File: src/rtl/lsu_pkg.sv
// Shared types and constants for the load/store unit.
// Holds the FSM states, funct3 width codes and request legality check.
package lsu_pkg;

   typedef enum logic [1:0] {IDLE, RD, WR, RESP} state_t;

   typedef logic [2:0] funct3_t;
   typedef logic [1:0] lane_t;

   localparam funct3_t F3_B  = 3'b000;
   localparam funct3_t F3_H  = 3'b001;
   localparam funct3_t F3_W  = 3'b010;
   localparam funct3_t F3_BU = 3'b100;
   localparam funct3_t F3_HU = 3'b101;

   // Illegal width code or misaligned address; such requests never touch memory.
   function automatic logic req_bad(logic we, funct3_t f3, lane_t lane);
      logic illegal;
      logic misal;
      if (we)
         illegal = !(f3 inside {F3_B, F3_H, F3_W});
      else
         illegal = !(f3 inside {F3_B, F3_H, F3_W, F3_BU, F3_HU});
      misal = ((f3 == F3_H || f3 == F3_HU) && lane[0])
            || (f3 == F3_W && lane != 2'b00);
      return illegal || misal;
   endfunction

endpackage

File: src/rtl/lsu_align.sv
// Lane extract/extend for loads and byte/halfword merge for stores.
// Little-endian: lane = address bits [1:0].
module lsu_align
   import lsu_pkg::*;
(
   input  logic [2:0]  funct3,
   input  logic [1:0]  lane,
   input  logic [31:0] rd_word,
   input  logic [31:0] mem_word,
   input  logic [31:0] wdata,
   output logic [31:0] ld_data,
   output logic [31:0] st_word
);

   logic [4:0]  sh;
   logic [15:0] half;
   logic [31:0] mask;

   always_comb begin
      sh   = {lane, 3'b000};
      half = 16'(rd_word >> sh);
      unique case (funct3)
         F3_B:    ld_data = {{24{half[7]}}, half[7:0]};
         F3_H:    ld_data = {{16{half[15]}}, half};
         F3_BU:   ld_data = {24'h0, half[7:0]};
         F3_HU:   ld_data = {16'h0, half};
         default: ld_data = rd_word;
      endcase
      mask    = (funct3[0] ? 32'h0000_FFFF : 32'h0000_00FF) << sh;
      st_word = (mem_word & ~mask) | ((wdata << sh) & mask);
   end

endmodule

File: src/rtl/lsu_ctrl.sv
// Load/store unit controller: one request in flight, word-wide memory port.
// Sub-word stores are read-modify-write through RD then WR.
module lsu_ctrl
   import lsu_pkg::*;
#(
   parameter int ADDR_W = 32
) (
   input  logic              clk,
   input  logic              rst,
   input  logic              req_valid,
   output logic              req_ready,
   input  logic              req_we,
   input  logic [2:0]        req_funct3,
   input  logic [ADDR_W-1:0] req_addr,
   input  logic [31:0]       req_wdata,
   output logic              resp_valid,
   input  logic              resp_ready,
   output logic [31:0]       resp_rdata,
   output logic              resp_err,
   output logic              MemRead,
   output logic              MemWrite,
   output logic [ADDR_W-1:0] addr,
   output logic [31:0]       write_data,
   input  logic [31:0]       read_data
);

   state_t            state_q, state_d;
   logic              we_q, we_d;
   funct3_t           f3_q, f3_d;
   logic [ADDR_W-1:0] addr_q, addr_d;
   logic [31:0]       wdata_q, wdata_d;
   logic [31:0]       word_q, word_d;
   logic [31:0]       rdata_q, rdata_d;
   logic              err_q, err_d;
   logic [31:0]       ld_data;
   logic [31:0]       st_word;

   lsu_align u_align (
      .funct3   (f3_q),
      .lane     (addr_q[1:0]),
      .rd_word  (read_data),
      .mem_word (word_q),
      .wdata    (wdata_q),
      .ld_data  (ld_data),
      .st_word  (st_word)
   );

   always_ff @(posedge clk or posedge rst) begin
      if (rst) begin
         state_q <= IDLE;
         we_q    <= 1'b0;
         f3_q    <= '0;
         addr_q  <= '0;
         wdata_q <= '0;
         word_q  <= '0;
         rdata_q <= '0;
         err_q   <= 1'b0;
      end else begin
         state_q <= state_d;
         we_q    <= we_d;
         f3_q    <= f3_d;
         addr_q  <= addr_d;
         wdata_q <= wdata_d;
         word_q  <= word_d;
         rdata_q <= rdata_d;
         err_q   <= err_d;
      end
   end

   // Memory strobes decode from state_q alone, so async reset drops them at once.
   always_comb begin
      state_d    = state_q;
      we_d       = we_q;
      f3_d       = f3_q;
      addr_d     = addr_q;
      wdata_d    = wdata_q;
      word_d     = word_q;
      rdata_d    = rdata_q;
      err_d      = err_q;
      req_ready  = 1'b0;
      resp_valid = 1'b0;
      resp_rdata = '0;
      resp_err   = 1'b0;
      MemRead    = 1'b0;
      MemWrite   = 1'b0;
      addr       = '0;
      write_data = '0;
      unique case (state_q)
         IDLE: begin
            req_ready = 1'b1;
            if (req_valid) begin
               we_d    = req_we;
               f3_d    = req_funct3;
               addr_d  = req_addr;
               wdata_d = req_wdata;
               rdata_d = '0;
               err_d   = req_bad(req_we, req_funct3, req_addr[1:0]);
               if (err_d)
                  state_d = RESP;
               else if (req_we && req_funct3 == F3_W)
                  state_d = WR;
               else
                  state_d = RD;
            end
         end
         RD: begin
            MemRead = 1'b1;
            addr    = {addr_q[ADDR_W-1:2], 2'b00};
            word_d  = read_data;
            if (we_q) begin
               state_d = WR;
            end else begin
               rdata_d = ld_data;
               state_d = RESP;
            end
         end
         WR: begin
            MemWrite   = 1'b1;
            addr       = {addr_q[ADDR_W-1:2], 2'b00};
            write_data = (f3_q == F3_W) ? wdata_q : st_word;
            state_d    = RESP;
         end
         RESP: begin
            resp_valid = 1'b1;
            resp_rdata = rdata_q;
            resp_err   = err_q;
            if (resp_ready)
               state_d = IDLE;
         end
         default: state_d = IDLE;
      endcase
   end

endmodule
File: config.mk
export PLATFORM = sky130hd
export DESIGN_NAME = lsu_ctrl
export DESIGN_NICKNAME = d
export VERILOG_FILES = /design/src/rtl/lsu_pkg.sv /design/src/rtl/lsu_align.sv /design/src/rtl/lsu_ctrl.sv
export SDC_FILE = /design/constraint.sdc
export NUM_CORES = 1
export LEC_CHECK = 0
export ABC_AREA = 1
export BUFFER_PORTS_ARGS = -buffer_cell sky130_fd_sc_hd__buf_4
export CAP_MARGIN = 20
export CORE_UTILIZATION = 40
export DETAILED_ROUTE_END_ITERATION = 10
export PLACE_DENSITY = 0.74
export SYNTH_ARGS = -nofsm -noshare
export SYNTH_HDL_FRONTEND = slang
export SYNTH_SLANG_ARGS = --single-unit
export TNS_END_PERCENT = 20
File: constraint.sdc
create_clock -name clk -period 11.3 [get_ports clk]
set_input_delay 0.565 -clock clk [delete_from_list [all_inputs] [get_ports clk]]
set_output_delay 0.565 -clock clk [all_outputs]
set_load 0.01 [all_outputs]
==> impl_metrics.json <==
{
  "status": "complete, no violations",
  "gp_congestion": 0.884,
  "synth_area_um2": 7240,
  "drv_cap": 0,
  "clock_skew_ps": 10.5,
  "cts-resized-gates": 0,
  "row_count": 48,
  "clock_path_buffers": 2,
  "peakVddDrop_mv": 0.156,
  "clk_latency_ps": 430,
  "powerDensity_nw_per_um2": 307,
  "antenna_left": 0,
  "yosys_warnings": 0,
  "fmax_mhz": 317,
  "worst_setup_path_start_kind": "flip-flop",
  "final_util_pct": 54.1,
  "period_needed_ps": 3150,
  "vias_per_cell": 5.14,
  "synth_edf_count": 0,
  "synth_compound_area_share_pct": 16.3,
  "synth_top_family_by_area": "simple AND/OR/NAND/NOR gates",
  "synth_seq_area_share_pct": 46.7,
  "cp-end-kind": "output pin",
  "drc": 0,
  "grt_first_pass_wirelength_um": 34200,
  "start_util_pct": 41.4,
  "area_growth_pct": 30.6,
  "drt_iter0_drc": 507,
  "dp_hpwl_um": 15500,
  "synth.most_common_cell": "nand2_1",
  "drtPass1Iterations": 6,
  "num-nets-final": 1203,
  "synth_mux_area_share_pct": 8.24,
  "synth-main-ff-cell": "dfrtp_1",
  "gr-total-overflow": 0,
  "htreeDepth": 4,
  "yosys.area_share.adder_pct": 0.691,
  "cts_sinks": 135,
  "portBuffers": 202,
  "tns_ps": 0,
  "finalHoldViolCount": 0,
  "cts_hold_buf": 0,
  "worst_ep_arrival_time_ps": 2590,
  "synthTopCellsByArea": "dfrtp_1 47%, nand2_1 14%, mux2_2 8.2%",
  "ys_top_cells_by_count": "273 x nand2_1, 135 x dfrtp_1, 109 x o21ai_0",
  "synth_top_area_cell": "dfrtp_1",
  "whs_ps": 285,
  "routed-via-count": 6853,
  "setup-violations-final": 0,
  "rsz0062_at_grt": "false",
  "grt_pass1_vias": 6722,
  "fp.dieW_um": 137,
  "synthXorXnorAreaFrac_pct": 0,
  "worst_pin_slew_ps": 982,
  "critPathKind": "reg2out",
  "die_area_um2": 18600,
  "slew_headroom_pct": 34.6,
  "maxSlewViolCount": 0,
  "grt_antenna_before_repair": 0,
  "leakage_nw": 5.09,
  "synth_async_sr_flop_share_pct": 100,
  "core_um2": 17500,
  "clockRootBuffer": "clkbuf_16",
  "numCtsBuffers": 17,
  "synth_simple_gate_area_share_pct": 18.8,
  "post_drt_wl_per_cell_um": 16.1,
  "num_antenna_cells": 0,
  "cts.clk_slew.worst_paths_ps": 60,
  "fillers": 1619,
  "worstPathMaxFanout": 27,
  "grt_util_all_layers_pct": 24.0,
  "die_h_um": 137,
  "drive_gt1_share_pct": 27.4,
  "io_pins": 205,
  "synthCells": 920,
  "cp_data_required_time_ps": 10740,
  "grt_max_degree": 86,
  "yosysUniqueCellTypes": 32,
  "fin_crit_sh_pct": 27.9,
  "cts_tree": "yes",
  "synth_top_area_share_pct": 46.7,
  "hold_class": "in2async",
  "post-cts-setup-buffer-count": 0,
  "avgSynthCellArea_um2": 7.87,
  "synth-seq-cells": 135,
  "finalWirelength_um": 21500
}
## worst paths after layout
kind / cells after the start / endpoint / slack [ps] / from
max in group asynchronous: 3 / f3_q[2]$_DFFE_PP0P_ / 9540 / rst
min: 2 / addr_q[4]$_DFFE_PP0P_ / 280 / rst
min in group clk: 3 / word_q[4]$_DFFE_PP0P_ / 360 / read_data[4]
min reg2reg: 2 / word_q[6]$_DFFE_PP0P_ / 470 / word_q[6]$_DFFE_PP0P_
max reg2reg: 9 / rdata_q[24]$_DFFE_PP0P_ / 8170 / state_q[1]$_DFFE_PP0P_
max: 5 / write_data[5] / 8150 / state_q[0]$_DFFE_PP0P_
## layout by cell type (no fill, tap or decap)
cell type	count
inv_6	1
mux2_2	53
o21ai_0	109
buf_4	208
nand4_1	1
nor4_1	1
clkbuf_16	17
clkbuf_1	2
clkinvlp_4	3
clkinv_4	2
inv_2	4
and2_1	1
a21oi_2	2
dfrtp_1	135
nor2_8	1
nand2_4	1
clkbuf_8	2
nand3b_1	7
clkinv_1	1
a211oi_1	8
o211ai_1	7
nor3_1	3
o22ai_1	9
nor2_1	36
a21oi_1	64
and3_1	1
inv_4	1
nand3_1	15
clkinv_2	3
o21ai_2	1
o21ai_1	13
buf_16	1
ha_1	4
nand2_1	272
inv_1	106
bufinv_16	2
conb_1	2
nor2_2	2
o31ai_1	7
## critical path, cell delays in order (launching register included)
cell and delay [ps]:
dfrtp_1 410, inv_1 90, ha_1 770, inv_1 320
a211oi_1 380, buf_4 180
## flip-flops by register name, indices dropped and copies added (netlist names)
signal and flops:
word_q 32, wdata_q 32, rdata_q 32, err_q 1
f3_q 3, state_q 2, addr_q 32, we_q 1
## stage by stage
step,setup slack (ps),power [mW],std cells,cell area (µm²)
final,8150,2.90,1333,9460
after global routing,7690,3.14,1333,9460
after CTS,7990,2.89,1331,9420
after detailed placement,8180,2.33,1299,8840
after global placement,8380,2.30,1299,8840
after floorplan,7120,1.79,921,7240
## routing by layer
metal	GRT usage, %	vias up	share of wire [%]
li1	-	3317	-
met1	29.6	3174	40
met2	38.7	313	48
met3	7.44	49	9.6
met4	10.3	0	2.9
met5	0	-	0
## layout make-up
cell class | instances | area [µm²] | share of cell area (%)
Sequential cell | 135 | 3380 | 35.7
Clock buffer | 21 | 460 | 4.87
Tap cell | 225 | 282 | 2.98
Inverter | 112 | 423 | 4.47
Timing Repair Buffer | 209 | 1590 | 16.8
Clock inverter | 11 | 124 | 1.31
Multi-Input combinational cell | 620 | 3200 | 33.8
## logic make-up after synthesis
| kind of cell | Yosys count |
|---|---|
| multiplexers | 53 |
| AND/OR/NAND/NOR | 341 |
| other | 1 |
| buffers and inverters | 166 |
| flip-flops | 135 |
| adder cells (fa/ha/maj) | 4 |
| AO/OA/AOI/OAI | 220 |
## power by group
group	switching [mW]	internal (mW)	leakage, nW
sequential	0.156	0.714	1.64
clock	0.217	0.336	0.279
combinational	0.867	0.612	3.17
total	1.24	1.66	5.09
(Power assumes the default switching activity.)
